$ cat src/rtl/turbine_frame_packer.sv
// Turbine frame packer: per-channel FWFT FIFOs feeding a fixed-length
// 16-bit framed stream (header, seq/info, one word per channel, mask, checksum).

module turbine_chan_fifo #(
  parameter int DEPTH = 4
) (
  input  logic        clk,
  input  logic        rst,
  input  logic        wr_en,
  input  logic [15:0] din,
  input  logic        pop,
  output logic [15:0] dout,
  output logic        not_empty,
  output logic        ovf
);
  localparam int PW = $clog2(DEPTH);
  localparam int CW = PW + 1;

  logic [15:0]   mem [DEPTH];
  logic [PW-1:0] rd_ptr, wr_ptr;
  logic [CW-1:0] cnt;
  logic          full, do_wr;

  // A pop frees a slot in the same cycle, so a full FIFO still accepts a write then.
  assign full      = (cnt == CW'(DEPTH));
  assign do_wr     = wr_en & (~full | pop);
  assign ovf       = wr_en & full & ~pop;
  assign dout      = mem[rd_ptr];
  assign not_empty = (cnt != '0);

  // Pointers and occupancy count.
  always_ff @(posedge clk or posedge rst) begin
    if (rst) begin
      rd_ptr <= '0;
      wr_ptr <= '0;
      cnt    <= '0;
    end else begin
      if (do_wr) wr_ptr <= wr_ptr + 1'b1;
      if (pop)   rd_ptr <= rd_ptr + 1'b1;
      cnt <= cnt + CW'(do_wr) - CW'(pop);
    end
  end

  // Storage; contents are only ever read behind a nonzero count.
  always_ff @(posedge clk) begin
    if (do_wr) mem[wr_ptr] <= din;
  end
endmodule

module turbine_frame_packer #(
  parameter int          TURBINE_NUM = 10,
  parameter int          FIFO_DEPTH  = 4,
  parameter logic [15:0] FRAME_HEAD  = 16'hEB90
) (
  input  logic                      sys_clk_i,
  input  logic                      rst_i,
  input  logic [TURBINE_NUM-1:0]    wr_en_i,
  input  logic [TURBINE_NUM*16-1:0] wr_din_i,
  input  logic                      frame_req_pluse_i,
  input  logic                      ovf_clr_i,
  input  logic                      m_tready_i,
  output logic                      m_tvalid_o,
  output logic [15:0]               m_tdata_o,
  output logic                      m_tlast_o,
  output logic [TURBINE_NUM-1:0]    ovf_flag_o,
  output logic                      busy_o
);
  localparam int IW = (TURBINE_NUM > 1) ? $clog2(TURBINE_NUM) : 1;

  typedef enum logic [2:0] {S_IDLE, S_HEAD, S_INFO, S_DATA, S_MASK, S_CSUM} state_t;

  state_t state, state_nxt;

  logic [TURBINE_NUM-1:0][15:0] fifo_dout;
  logic [TURBINE_NUM-1:0]       fifo_nz, fifo_ovf, fifo_pop;
  logic [TURBINE_NUM-1:0]       mask;
  logic [IW-1:0]                ch_idx;
  logic [7:0]                   seq;
  logic [15:0]                  csum, data_sel;
  logic                         hs, last_ch, req_acc;

  for (genvar k = 0; k < TURBINE_NUM; k++) begin : g_ch
    turbine_chan_fifo #(.DEPTH(FIFO_DEPTH)) u_fifo (
      .clk       (sys_clk_i),
      .rst       (rst_i),
      .wr_en     (wr_en_i[k]),
      .din       (wr_din_i[16*k +: 16]),
      .pop       (fifo_pop[k]),
      .dout      (fifo_dout[k]),
      .not_empty (fifo_nz[k]),
      .ovf       (fifo_ovf[k])
    );
  end

  assign m_tvalid_o = (state != S_IDLE);
  assign busy_o     = (state != S_IDLE);
  assign m_tlast_o  = (state == S_CSUM);
  assign hs         = m_tvalid_o & m_tready_i;
  assign last_ch    = (ch_idx == IW'(TURBINE_NUM - 1));
  assign req_acc    = (state == S_IDLE) & frame_req_pluse_i;

  // Current channel's slot word and its pop strobe (masked-out slots send zero, no pop).
  always_comb begin
    data_sel = '0;
    fifo_pop = '0;
    for (int k = 0; k < TURBINE_NUM; k++) begin
      if (ch_idx == IW'(k)) begin
        data_sel    = mask[k] ? fifo_dout[k] : 16'h0000;
        fifo_pop[k] = mask[k] & hs & (state == S_DATA);
      end
    end
  end

  // State register.
  always_ff @(posedge sys_clk_i or posedge rst_i) begin
    if (rst_i) state <= S_IDLE;
    else       state <= state_nxt;
  end

  // Next state and output word; all words derive from registers so they hold under stall.
  always_comb begin
    state_nxt = state;
    m_tdata_o = 16'h0000;
    case (state)
      S_IDLE: if (frame_req_pluse_i) state_nxt = S_HEAD;
      S_HEAD: begin
        m_tdata_o = FRAME_HEAD;
        if (hs) state_nxt = S_INFO;
      end
      S_INFO: begin
        m_tdata_o = {seq, 8'(TURBINE_NUM)};
        if (hs) state_nxt = S_DATA;
      end
      S_DATA: begin
        m_tdata_o = data_sel;
        if (hs && last_ch) state_nxt = S_MASK;
      end
      S_MASK: begin
        m_tdata_o = 16'(mask);
        if (hs) state_nxt = S_CSUM;
      end
      S_CSUM: begin
        m_tdata_o = csum;
        if (hs) state_nxt = S_IDLE;
      end
      default: state_nxt = S_IDLE;
    endcase
  end

  // Frame datapath: mask snapshot, channel index, checksum, sequence, sticky overflow.
  always_ff @(posedge sys_clk_i or posedge rst_i) begin
    if (rst_i) begin
      mask       <= '0;
      ch_idx     <= '0;
      csum       <= '0;
      seq        <= '0;
      ovf_flag_o <= '0;
    end else begin
      ovf_flag_o <= (ovf_flag_o & ~{TURBINE_NUM{ovf_clr_i}}) | fifo_ovf;
      if (req_acc) begin
        mask   <= fifo_nz;
        ch_idx <= '0;
        csum   <= '0;
      end else if (hs) begin
        csum <= csum + m_tdata_o;
        if (state == S_DATA) ch_idx <= ch_idx + 1'b1;
        if (state == S_CSUM) seq    <= seq + 8'd1;
      end
    end
  end
endmodule

$ cat config.mk
export PLATFORM = sky130hd
export DESIGN_NAME = turbine_frame_packer
export DESIGN_NICKNAME = d
export VERILOG_FILES = /design/src/rtl/turbine_frame_packer.sv
export SDC_FILE = /design/constraint.sdc
export NUM_CORES = 1
export LEC_CHECK = 0
export CAP_MARGIN = 40
export CORE_MARGIN = 5
export CORE_UTILIZATION = 41
export DETAILED_ROUTE_END_ITERATION = 16
export HOLD_SLACK_MARGIN = 0.05
export PLACE_DENSITY = 0.59
export SLEW_MARGIN = 40
export SYNTH_ARGS = -nofsm -noshare
export SYNTH_HDL_FRONTEND = slang
export SYNTH_HIERARCHICAL = 1
export SYNTH_SLANG_ARGS = --single-unit
$ cat constraint.sdc
create_clock -name sys_clk_i -period 10.6 [get_ports sys_clk_i]
set_clock_uncertainty 0.1 [all_clocks]
set_input_delay 1.06 -clock sys_clk_i [delete_from_list [all_inputs] [get_ports sys_clk_i]]
set_output_delay 1.06 -clock sys_clk_i [all_outputs]
set_load 0.02 [all_outputs]
==> metrics.cfg, run 1 <==
[power_and_ir_drop]
internal_power_mw=7.27
clockPowerShare=0.261
switching_share=0.331
combPwrFrac=0.324
peakVddDrop_mv=0.122
power.sequential.fraction=0.415
netSwitchingPower_mw=3.61
static-leakage-power_nw=13.1
power.density_cell_area_nw_per_um2=287

[critical_path]
reg2reg_setup_slack_ps=5710
crit_end=m_tdata_o[9]
worst_path_max_delay_cell=sky130_fd_sc_hd__clkdlybuf4s50_1
regToRegEndpoint=csum[14]$_DFFE_PP0P_
path_delay_family=compound AO/OA/AOI/OAI gates
startpoint_of_the_most_critical_setup_path=ch_idx[0]$_DFFE_PP0P_
crit_chain=inv_1 -> ha_1 -> nor4bb_4 -> buf_4 -> a32oi_1 -> o21ai_1 -> nand2_1 -> a31o_1 -> o21ai_1 -> a21oi_1 -> o21ai_1 -> clkdlybuf4s50_1
worstPathBufferInverterCount=3
crit-reg2reg-launch=g_ch[3].u_fifo/rd_ptr[0]$_DFFE_PP0P_
cp.depth=12
critPathCaptureType=output pin
crit_path_max_fanout=12
cp-start-kind=flop
critical-path-top-cell-by-count=sky130_fd_sc_hd__o21ai_1
ff2ff_path_depth=17
worst-endpoint-arrival_ps=4310
critical_path.max_stage_delay_ps=670
timing.critical_path.required_ps=9440
timing_worst_setup_path_type=flop to output pin

[timing]
unrepaired_setup_endpoints_after_global_routing=false
slew_headroom=0.434
final_max_slew_viol_count=0
post-route-period-util=0.516
final.setup.tns_ps=0
layout_min_cycle_time_ps=5470
fmaxAchievable_mhz=183
hold_viol_final=0
worst_slew_pin_slew_ps=849
postLayoutSetupSlackWorst_ps=5130
setup_violations=0

[yosys]
synth_nets=2051
main_synth_ff_type=sky130_fd_sc_hd__edfxtp_1
synth_area_in_simple_gates=0.0488
synth_top_family_by_area=multiplexers
synthDistinctLibCells=67
yosys-mux-area-fraction=0.122
synth_xor_xnor_area_share=0.0199
avgSynthCellArea_um2=18.0
synthesis.area_um2=32200
area_fraction_in_compound_gates_after_synthesis=0.0502
yosys_register_bits=761
number_of_flops_mapped_to_enable_cells_by_yosys=640
synth_async_sr_flop_share=0.159
yosysSeqAreaShare=0.691
post_synth_fa_ha_maj_area_fraction=0.0379
postSynthCellCount=1785
yosys_warnings=6

[grt]
antenna_found_initial=5
grt_start_max_net_pins=34
via_count_of_the_first_global_routing_pass=17500
gr-total-overflow=0
overall_track_demand_over_capacity_in_global_routing=0.180
grt_first_pass_wirelength_mm=114

[finish]
postLayoutCoreUtil=0.488
layout.nets=2268
area_delta_synth_final_pct=17.7
leading_cell_type_in_the_layout_fill_and_taps_excluded=sky130_fd_sc_hd__edfxtp_1
final_layout_size_suffix_gt1_frac=0.191
num-fill-cells=6546
finalNonFillerCells=3111
top_library_cells_by_usage_in_the_layout_fill_and_taps_aside=sky130_fd_sc_hd__edfxtp_1 (640), sky130_fd_sc_hd__clkdlybuf4s50_1 (203), sky130_fd_sc_hd__mux4_2 (150), sky130_fd_sc_hd__dfrtp_1 (117), sky130_fd_sc_hd__clkbuf_16 (83)

[clock_tree]
tritoncts.num_buffers=81
cts_tree=yes
cts_num_sinks=761
ctsRootBufferMaster=sky130_fd_sc_hd__clkbuf_16
cts_hold_repair_buffers=0
clock_path_buffers=3
cts_post_setup_buffers_inserted=0
clock_latency_ps=630
cts.reportedPaths.clkPinSlew_ps=60
post_cts_resize_count=0
ctsHtreeMaxLevel=3

[floorplanning]
pin_count=204
design.die.area_um2=84200
core_um2=77600
floorplan.initialDensity=0.415
chipWidth_um=290
placementRows=102
die_height_um=290

[route]
drc_errors=0
vias_per_cell=5.38
first_iter_violations=1465
detailroute.via_count=16700
route.detailed.wl_per_inst_um=24.7
final_ant_viol_nets=0
drtPass1Iterations=5
drt-total-wl_mm=76.8

[placed_design]
place_ws_ps=5710
placed_cells=2959
gp_routability_congestion=0.886
dp.final_hpwl_mm=53.8
numPortBuffers=203

[status]
outcome=finished clean

[run]
timing.max_cap.violations=0

[worst_hold_path]
min-delay-path-class=flop to flop

[stage by stage]
step | power, mW | hold WS, ps | cell area (um^2)
after global placement | 8.05 | 365 | 35100
after CTS | 11.0 | 392 | 37900
after detailed placement | 8.15 | 369 | 35100
final | 10.9 | 388 | 37900
after floorplan | 6.91 | 341 | 32200
after global routing | 11.5 | 411 | 37900
[area by class of cell]
type	count	area, um^2	area share
timing repair buffer	226	2210	0.0583
clock inverter	44	474	0.0125
antenna	3	7.51	0.000198
inverter	82	308	0.00813
tap	1040	1300	0.0344
sequential	761	22300	0.588
clock buffer	105	2240	0.0591
multi-input combinational	850	9080	0.240
[cell families after synthesis]
kind of cell,Yosys count
compound gates,241
xor+xnor,73
fa+ha+maj,91
buf+inv,174
flops,761
mux,184
simple gates,261
[Yosys cell counts, drive strengths merged (27+ instances only)]
| master | instances | area (um^2) |
|---|---|---|
| o21ai | 63 | 315 |
| nor2 | 27 | 104 |
| nand2 | 68 | 255 |
| clkbuf | 38 | 143 |
| mux4 | 160 | 3640 |
| ha | 80 | 1000 |
| inv | 81 | 304 |
| edfxtp | 640 | 19200 |
| buf | 54 | 498 |
| a32oi | 30 | 263 |
| a21oi | 68 | 344 |
| nand3 | 42 | 210 |
| dfrtp | 121 | 3030 |
| xnor2 | 51 | 447 |
| and2 | 57 | 357 |
[worst min-delay path by stage]
stage | from | endpoint | slack, ps | cells past startpoint
floorplan | seq[7]$_DFFE_PP0P_ | seq[7]$_DFFE_PP0P_ | 340 | 1
global placement | ovf_flag_o[2]$_DFF_PP0_ | ovf_flag_o[2]$_DFF_PP0_ | 370 | 1
detailed placement | ovf_flag_o[2]$_DFF_PP0_ | ovf_flag_o[2]$_DFF_PP0_ | 370 | 1
CTS | ovf_flag_o[8]$_DFF_PP0_ | ovf_flag_o[8]$_DFF_PP0_ | 390 | 1
global route | ovf_flag_o[2]$_DFF_PP0_ | ovf_flag_o[2]$_DFF_PP0_ | 410 | 1
finish | ovf_flag_o[1]$_DFF_PP0_ | ovf_flag_o[1]$_DFF_PP0_ | 390 | 1
[routing by layer]
| metal | GRT usage | up-vias | wire length [um] |
|---|---|---|---|
| met5 | 0 | - | 39 |
| met3 | 0.0322 | 105 | 4530 |
| li1 | - | 7447 | - |
| met4 | 0.0629 | 6 | 2340 |
| met2 | 0.285 | 493 | 37100 |
| met1 | 0.253 | 8687 | 32800 |
[worst register-to-register path, stage by stage, from the launching register on]
cell                       delay (ps)
sky130_fd_sc_hd__dfrtp_1          690
sky130_fd_sc_hd__buf_4            330
sky130_fd_sc_hd__mux4_2           570
sky130_fd_sc_hd__a32oi_1          280
sky130_fd_sc_hd__a31o_1           250
sky130_fd_sc_hd__o21ai_1           90
sky130_fd_sc_hd__a21oi_1          160
sky130_fd_sc_hd__o32ai_1          110
sky130_fd_sc_hd__ha_1             260
sky130_fd_sc_hd__fa_1             420
sky130_fd_sc_hd__a21o_1           170
sky130_fd_sc_hd__a21oi_1          270
sky130_fd_sc_hd__o211ai_1         200
sky130_fd_sc_hd__a31oi_1          300
sky130_fd_sc_hd__a21oi_1          120
sky130_fd_sc_hd__a21oi_1          190
sky130_fd_sc_hd__xor2_1           170
sky130_fd_sc_hd__o21ai_1           70
[sequential cells by signal (all words and copies together), names as in the netlist]
register,cells
g_ch.u_fifo/mem,640
g_ch.u_fifo/cnt,30
g_ch.u_fifo/rd_ptr,20
g_ch.u_fifo/wr_ptr,20
csum,16
mask,10
ovf_flag_o,10
seq,8
ch_idx,4
state,3
[power by group through the flow]
stage               clock [mW]  combinational [mW]  sequential (mW)
finish                    2.84                3.53             4.51
global route              3.05                3.82             4.59
CTS                       2.92                3.58             4.52
detailed placement           0                3.57             4.58
global placement             0                3.50             4.55
floorplan                    0                2.62             4.29
Power figures use the tool's default switching activity.
==> run 2, diff against run 1 <==
==> constraint.sdc (replaced) <==
create_clock -name sys_clk_i -period 5.2 [get_ports sys_clk_i]
set_clock_uncertainty 0.1 [all_clocks]
set_input_delay 0.52 -clock sys_clk_i [delete_from_list [all_inputs] [get_ports sys_clk_i]]
set_output_delay 0.52 -clock sys_clk_i [all_outputs]
set_load 0.02 [all_outputs]
==> run 2 against run 1 <==
  * Clock-buffer cell count shrank 2
  * Power grew 100%
  * Core utilization grew 0.13 points
  * Via count grew 0.23%
  * Sequential share of layout area shrank 0.17 points
  * Combinational power grew 110%
==> metrics.cfg, run 2 (same netlist as run 1, synthesis figures left out) <==
[power_and_ir_drop]
switching_share=0.336
combPwrFrac=0.339
internal_power_mw=14.7
peakVddDrop_mv=0.245
static-leakage-power_nw=13.2
power.sequential.fraction=0.407
power.density_cell_area_nw_per_um2=585
netSwitchingPower_mw=7.47
clockPowerShare=0.254

[clock_tree]
ctsRootBufferMaster=sky130_fd_sc_hd__clkbuf_16
cts_num_sinks=761
post_cts_resize_count=0
cts.reportedPaths.clkPinSlew_ps=70
clock_latency_ps=630
ctsHtreeMaxLevel=3
cts_tree=yes
cts_hold_repair_buffers=0
clock_path_buffers=3
tritoncts.num_buffers=81
cts_post_setup_buffers_inserted=0

[finish]
finalNonFillerCells=3138
largest_register=g_ch.u_fifo/mem
largest_reg_flops=640
final_layout_size_suffix_gt1_frac=0.195
layout.nets=2293
top_library_cells_by_usage_in_the_layout_fill_and_taps_aside=sky130_fd_sc_hd__edfxtp_1 (640), sky130_fd_sc_hd__clkdlybuf4s50_1 (203), sky130_fd_sc_hd__mux4_2 (150), sky130_fd_sc_hd__dfrtp_1 (121), sky130_fd_sc_hd__clkbuf_16 (83)
largest_registers=g_ch.u_fifo/mem x640, g_ch.u_fifo/cnt x30
leading_cell_type_in_the_layout_fill_and_taps_excluded=sky130_fd_sc_hd__edfxtp_1
area_delta_synth_final_pct=18.0

[floorplanning]
chipWidth_um=290
placementRows=102
pin_count=204
core_um2=77600
die_height_um=290
design.die.area_um2=84200
floorplan.initialDensity=0.415

[grt]
grt_start_max_net_pins=34
gr-total-overflow=0
antenna_found_initial=3
overall_track_demand_over_capacity_in_global_routing=0.183
grt_first_pass_wirelength_mm=116
via_count_of_the_first_global_routing_pass=17400

[route]
first_iter_violations=1373
detailroute.via_count=16800
drt-total-wl_mm=78.4
vias_per_cell=5.35
drtPass1Iterations=6
route.detailed.wl_per_inst_um=25.0
drc_errors=0
final_ant_viol_nets=0

[run]
timing.max_cap.violations=0

[critical_path]
crit-reg2reg-launch=ch_idx[0]$_DFFE_PP0P_
critPathCaptureType=output pin
startpoint_of_the_most_critical_setup_path=ch_idx[0]$_DFFE_PP0P_
timing.critical_path.required_ps=4580
crit_path_max_fanout=16
cp-start-kind=flop
timing_worst_setup_path_type=flop to output pin
worst-endpoint-arrival_ps=4250

[placed_design]
dp.final_hpwl_mm=55.8
numPortBuffers=203
gp_routability_congestion=0.857
placed_cells=2983

[timing]
final_max_slew_viol_count=0
layout_min_cycle_time_ps=4870
slew_headroom=0.456
post-route-period-util=0.937
hold_viol_final=0
worst_hold_margin_ps=335
worst_slew_pin_slew_ps=810
fmaxAchievable_mhz=205
unrepaired_setup_endpoints_after_global_routing=false
final.setup.tns_ps=0
setup_violations=0

[worst_hold_path]
min-delay-path-class=primary input to asynchronous set/reset pin

[status]
outcome=finished clean

-- run 2: metrics by stage --
step / worst slack (ps) / utilization / total power, mW / area (um^2)
5_1_grt: 70.0 / 0.489 / 23.4 / 38000
3_5_place_dp: 609 / 0.455 / 16.8 / 35300
4_1_cts: 276 / 0.489 / 22.5 / 38000
2_1_floorplan: 895 / - / 14.1 / 32200
3_3_place_gp: 610 / 0.454 / 16.6 / 35300
6_report: 329 / 0.489 / 22.2 / 38000
-- run 2: routing by layer --
layer / GRT usage / vias to the layer above / part of all wire
li1: - / 7496 / -
met1: 0.260 / 8755 / 0.44
met2: 0.297 / 424 / 0.48
met3: 0.0310 / 99 / 0.049
met4: 0.0509 / 2 / 0.025
met5: 0 / - / 0.00017
-- run 2: final timing paths --
path | endpoint | slack, ps | cells past startpoint
hold / removal | g_ch[9].u_fifo/cnt[1]$_DFF_PP0_ | 340 | 3
setup / recovery | m_tdata_o[11] | 330 | 12
setup reg to reg | csum[15]$_DFFE_PP0P_ | 510 | 20
hold reg to reg | seq[6]$_DFFE_PP0P_ | 390 | 1
min in group sys_clk_i | seq[6]$_DFFE_PP0P_ | 390 | 1
max in group asynchronous | ovf_flag_o[1]$_DFF_PP0_ | 3890 | 4
-- run 2: area by class of cell --
cell class                      count  area (um^2)
Inverter                           82          308
Sequential cell                   761        22200
Timing Repair Buffer              251         2420
Fill cell                        6511        39600
Tap cell                         1040         1300
Clock buffer                      103         2170
Multi-Input combinational cell    850         9070
Antenna cell                        2         5.00
Clock inverter                     49          452
-- run 2: worst max-delay path, cell delays in order (launching register included) --
cell                              delay [ps]
sky130_fd_sc_hd__dfrtp_1                 410
sky130_fd_sc_hd__inv_1                   120
sky130_fd_sc_hd__ha_1                    200
sky130_fd_sc_hd__nor3b_4                 580
sky130_fd_sc_hd__buf_4                   300
sky130_fd_sc_hd__nand3_1                 110
sky130_fd_sc_hd__o21ai_1                 140
sky130_fd_sc_hd__nand2_1                 130
sky130_fd_sc_hd__a31o_1                  300
sky130_fd_sc_hd__o21ai_1                 210
sky130_fd_sc_hd__a21oi_1                 100
sky130_fd_sc_hd__o211ai_1                330
sky130_fd_sc_hd__clkdlybuf4s50_1         680
-- run 2: power by group through the flow --
stage / Sequential [mW] / Combinational (mW) / Clock [mW]
after floorplan: 8.75 / 5.35 / 0
after global placement: 9.11 / 7.52 / 0
after detailed placement: 9.18 / 7.63 / 0
after CTS: 9.06 / 7.67 / 5.79
after global routing: 9.19 / 8.14 / 6.08
final: 9.04 / 7.54 / 5.64
==> run 3, diff against run 2 <==
--- a/config.mk
+++ b/config.mk
@@ -11,6 +11,7 @@
 export DETAILED_ROUTE_END_ITERATION = 16
 export HOLD_SLACK_MARGIN = 0.05
 export PLACE_DENSITY = 0.59
+export RECOVER_POWER = 50
 export SLEW_MARGIN = 40
 export SYNTH_ARGS = -nofsm -noshare
 export SYNTH_HDL_FRONTEND = slang
==> run 3 against run 2 <==
  * Sequential power is essentially flat
  * Critical path type unchanged
  * Register-to-register slack is essentially flat
  * Final area is essentially flat
  * Via count is essentially flat
==> metrics.cfg, run 3 (same netlist as run 1, synthesis figures left out) <==
[placed_design]
detailed_place.area_um2=35300
place_ws_ps=609
numPortBuffers=203
dp.final_hpwl_mm=55.8
gp_routability_congestion=0.857

[floorplanning]
die_height_um=290
floorplan.initialDensity=0.415
placementRows=102
pin_count=204
chipWidth_um=290
design.die.area_um2=84200
core_um2=77600

[power_and_ir_drop]
power.density_cell_area_nw_per_um2=585
netSwitchingPower_mw=7.48
power.sequential.fraction=0.407
switching_share=0.337
static-leakage-power_nw=13.3
peakVddDrop_mv=0.245
combPwrFrac=0.339
clockPowerShare=0.254
internal_power_mw=14.7

[finish]
largest_registers=g_ch.u_fifo/mem x640, g_ch.u_fifo/cnt x30
stdcell_area_um2=38000
postLayoutCoreUtil=0.489
layout.nets=2293
area_delta_synth_final_pct=17.9
top_library_cells_by_usage_in_the_layout_fill_and_taps_aside=sky130_fd_sc_hd__edfxtp_1 (640), sky130_fd_sc_hd__dlygate4sd3_1 (161), sky130_fd_sc_hd__mux4_2 (150), sky130_fd_sc_hd__dfrtp_1 (121), sky130_fd_sc_hd__clkbuf_16 (83)
largest_register=g_ch.u_fifo/mem
leading_cell_type_in_the_layout_fill_and_taps_excluded=sky130_fd_sc_hd__edfxtp_1
largest_reg_flops=640
final_layout_size_suffix_gt1_frac=0.192

[worst_hold_path]
min-delay-path-class=flop to flop

[critical_path]
worst_path_max_delay_cell=sky130_fd_sc_hd__clkdlybuf4s50_1
critPathCaptureType=output pin
cp-start-kind=flop
crit_chain=inv_1 -> ha_1 -> nor3b_4 -> buf_4 -> nand3_1 -> o21ai_1 -> nand2_1 -> a31o_1 -> o21ai_1 -> a21oi_1 -> o211ai_1 -> clkdlybuf4s50_1
critical-path-top-cell-by-count=sky130_fd_sc_hd__o21ai_1
worst-endpoint-arrival_ps=4280
timing.critical_path.required_ps=4580
timing_worst_setup_path_type=flop to output pin
crit_path_max_fanout=16
worstPathBufferInverterCount=3
path_delay_family=compound AO/OA/AOI/OAI gates
critical_path.max_stage_delay_ps=680

[grt]
overall_track_demand_over_capacity_in_global_routing=0.183
antenna_found_initial=12
gr-total-overflow=0
grt_start_max_net_pins=34
via_count_of_the_first_global_routing_pass=17400
grt_first_pass_wirelength_mm=116

[status]
outcome=finished clean

[route]
route.detailed.wl_per_inst_um=25.0
final_ant_viol_nets=0
drc_errors=0
drt-total-wl_mm=78.4
vias_per_cell=5.35
first_iter_violations=1375
drtPass1Iterations=5
detailroute.via_count=16800

[timing]
worst_hold_margin_ps=390
hold_viol_final=0
final_max_slew_viol_count=0
fmaxAchievable_mhz=204
final.setup.tns_ps=0
postLayoutSetupSlackWorst_ps=300
setup_violations=0
worst_slew_pin_slew_ps=1490
slew_headroom=0.00873
post-route-period-util=0.942
unrepaired_setup_endpoints_after_global_routing=false
layout_min_cycle_time_ps=4900

[clock_tree]
cts_tree=yes
cts_num_sinks=761
cts.reportedPaths.clkPinSlew_ps=70
cts_post_setup_buffers_inserted=0
clock_latency_ps=630
cts_hold_repair_buffers=0
clock_path_buffers=3
ctsHtreeMaxLevel=3
tritoncts.num_buffers=81
ctsRootBufferMaster=sky130_fd_sc_hd__clkbuf_16
post_cts_resize_count=0

[run]
timing.max_cap.violations=0

run 3: cell types whose count changed in the layout (fill, tap and decap cells not counted):
cell	previous run	this run
sky130_fd_sc_hd__and2_0	0	3
sky130_fd_sc_hd__inv_1	79	80
sky130_fd_sc_hd__diode_2	2	3
sky130_fd_sc_hd__inv_2	2	1
sky130_fd_sc_hd__buf_4	44	39
sky130_fd_sc_hd__and2_1	19	16
sky130_fd_sc_hd__clkbuf_1	18	23
sky130_fd_sc_hd__dlygate4sd3_1	0	161
sky130_fd_sc_hd__clkdlybuf4s50_1	203	42
run 3: power by group through the flow:
stage | clock network (mW) | registers (mW) | logic, mW
3_3_place_gp | 0 | 9.11 | 7.52
3_5_place_dp | 0 | 9.18 | 7.63
4_1_cts | 5.79 | 9.06 | 7.67
5_1_grt | 6.08 | 9.19 | 8.11
6_report | 5.64 | 9.04 | 7.52
2_1_floorplan | 0 | 8.75 | 5.35
run 3: routing by layer:
| metal | up-vias | routed length, um | track usage | part of all wire |
|---|---|---|---|---|
| met3 | 114 | 3920 | 0.0310 | 0.050 |
| met2 | 427 | 38000 | 0.297 | 0.49 |
| met1 | 8745 | 34300 | 0.260 | 0.44 |
| met5 | - | 34 | 0 | 0.00043 |
| met4 | 6 | 2050 | 0.0509 | 0.026 |
| li1 | 7500 | - | - | - |
run 3: path summary, 6_finish.rpt:
kind / startpoint / endpoint / slack [ps] / cells past startpoint
worst max-delay path: ch_idx[0]$_DFFE_PP0P_ / m_tdata_o[11] / 300 / 12
worst min-delay path: seq[6]$_DFFE_PP0P_ / seq[6]$_DFFE_PP0P_ / 390 / 1
worst max register to register: ch_idx[0]$_DFFE_PP0P_ / csum[14]$_DFFE_PP0P_ / 500 / 19
worst min register to register: seq[6]$_DFFE_PP0P_ / seq[6]$_DFFE_PP0P_ / 390 / 1
max in group asynchronous: rst_i / ovf_flag_o[1]$_DFF_PP0_ / 2120 / 4
min in group asynchronous: rst_i / g_ch[9].u_fifo/cnt[0]$_DFF_PP0_ / 1030 / 3
run 3: final cells by class:
class | count | area [um^2]
fillers | 6519 | 39600
repair buffers | 251 | 2400
well taps | 1040 | 1300
clock inverters | 49 | 452
multi-input cells | 850 | 9070
flip-flops and latches | 761 | 22200
inverters | 82 | 308
diodes | 3 | 7.51
clock buffers | 103 | 2170
run 3: worst register-to-register path, stage by stage (launching register included):
cell                       delay [ps]
sky130_fd_sc_hd__dfrtp_1          410
sky130_fd_sc_hd__inv_1            120
sky130_fd_sc_hd__ha_1             200
sky130_fd_sc_hd__nor3b_4          580
sky130_fd_sc_hd__o21ai_1          210
sky130_fd_sc_hd__nand2_1          110
sky130_fd_sc_hd__a31o_1           210
sky130_fd_sc_hd__o21ai_1           80
sky130_fd_sc_hd__a21oi_1          180
sky130_fd_sc_hd__o32ai_1          110
sky130_fd_sc_hd__ha_1             280
sky130_fd_sc_hd__fa_1             420
sky130_fd_sc_hd__a21o_1           180
sky130_fd_sc_hd__a21oi_1          260
sky130_fd_sc_hd__o211ai_1         200
sky130_fd_sc_hd__a31oi_1          320
sky130_fd_sc_hd__a21oi_1          120
sky130_fd_sc_hd__a21oi_1          220
sky130_fd_sc_hd__xor2_1           170
sky130_fd_sc_hd__o21ai_1           70
run 3: per-stage QoR:
stage | cells | power (mW)
global route | 3137 | 23.4
finish | 3139 | 22.2
global placement | 2981 | 16.6
floorplan | 1785 | 14.1
detailed placement | 2983 | 16.8
CTS | 3135 | 22.5
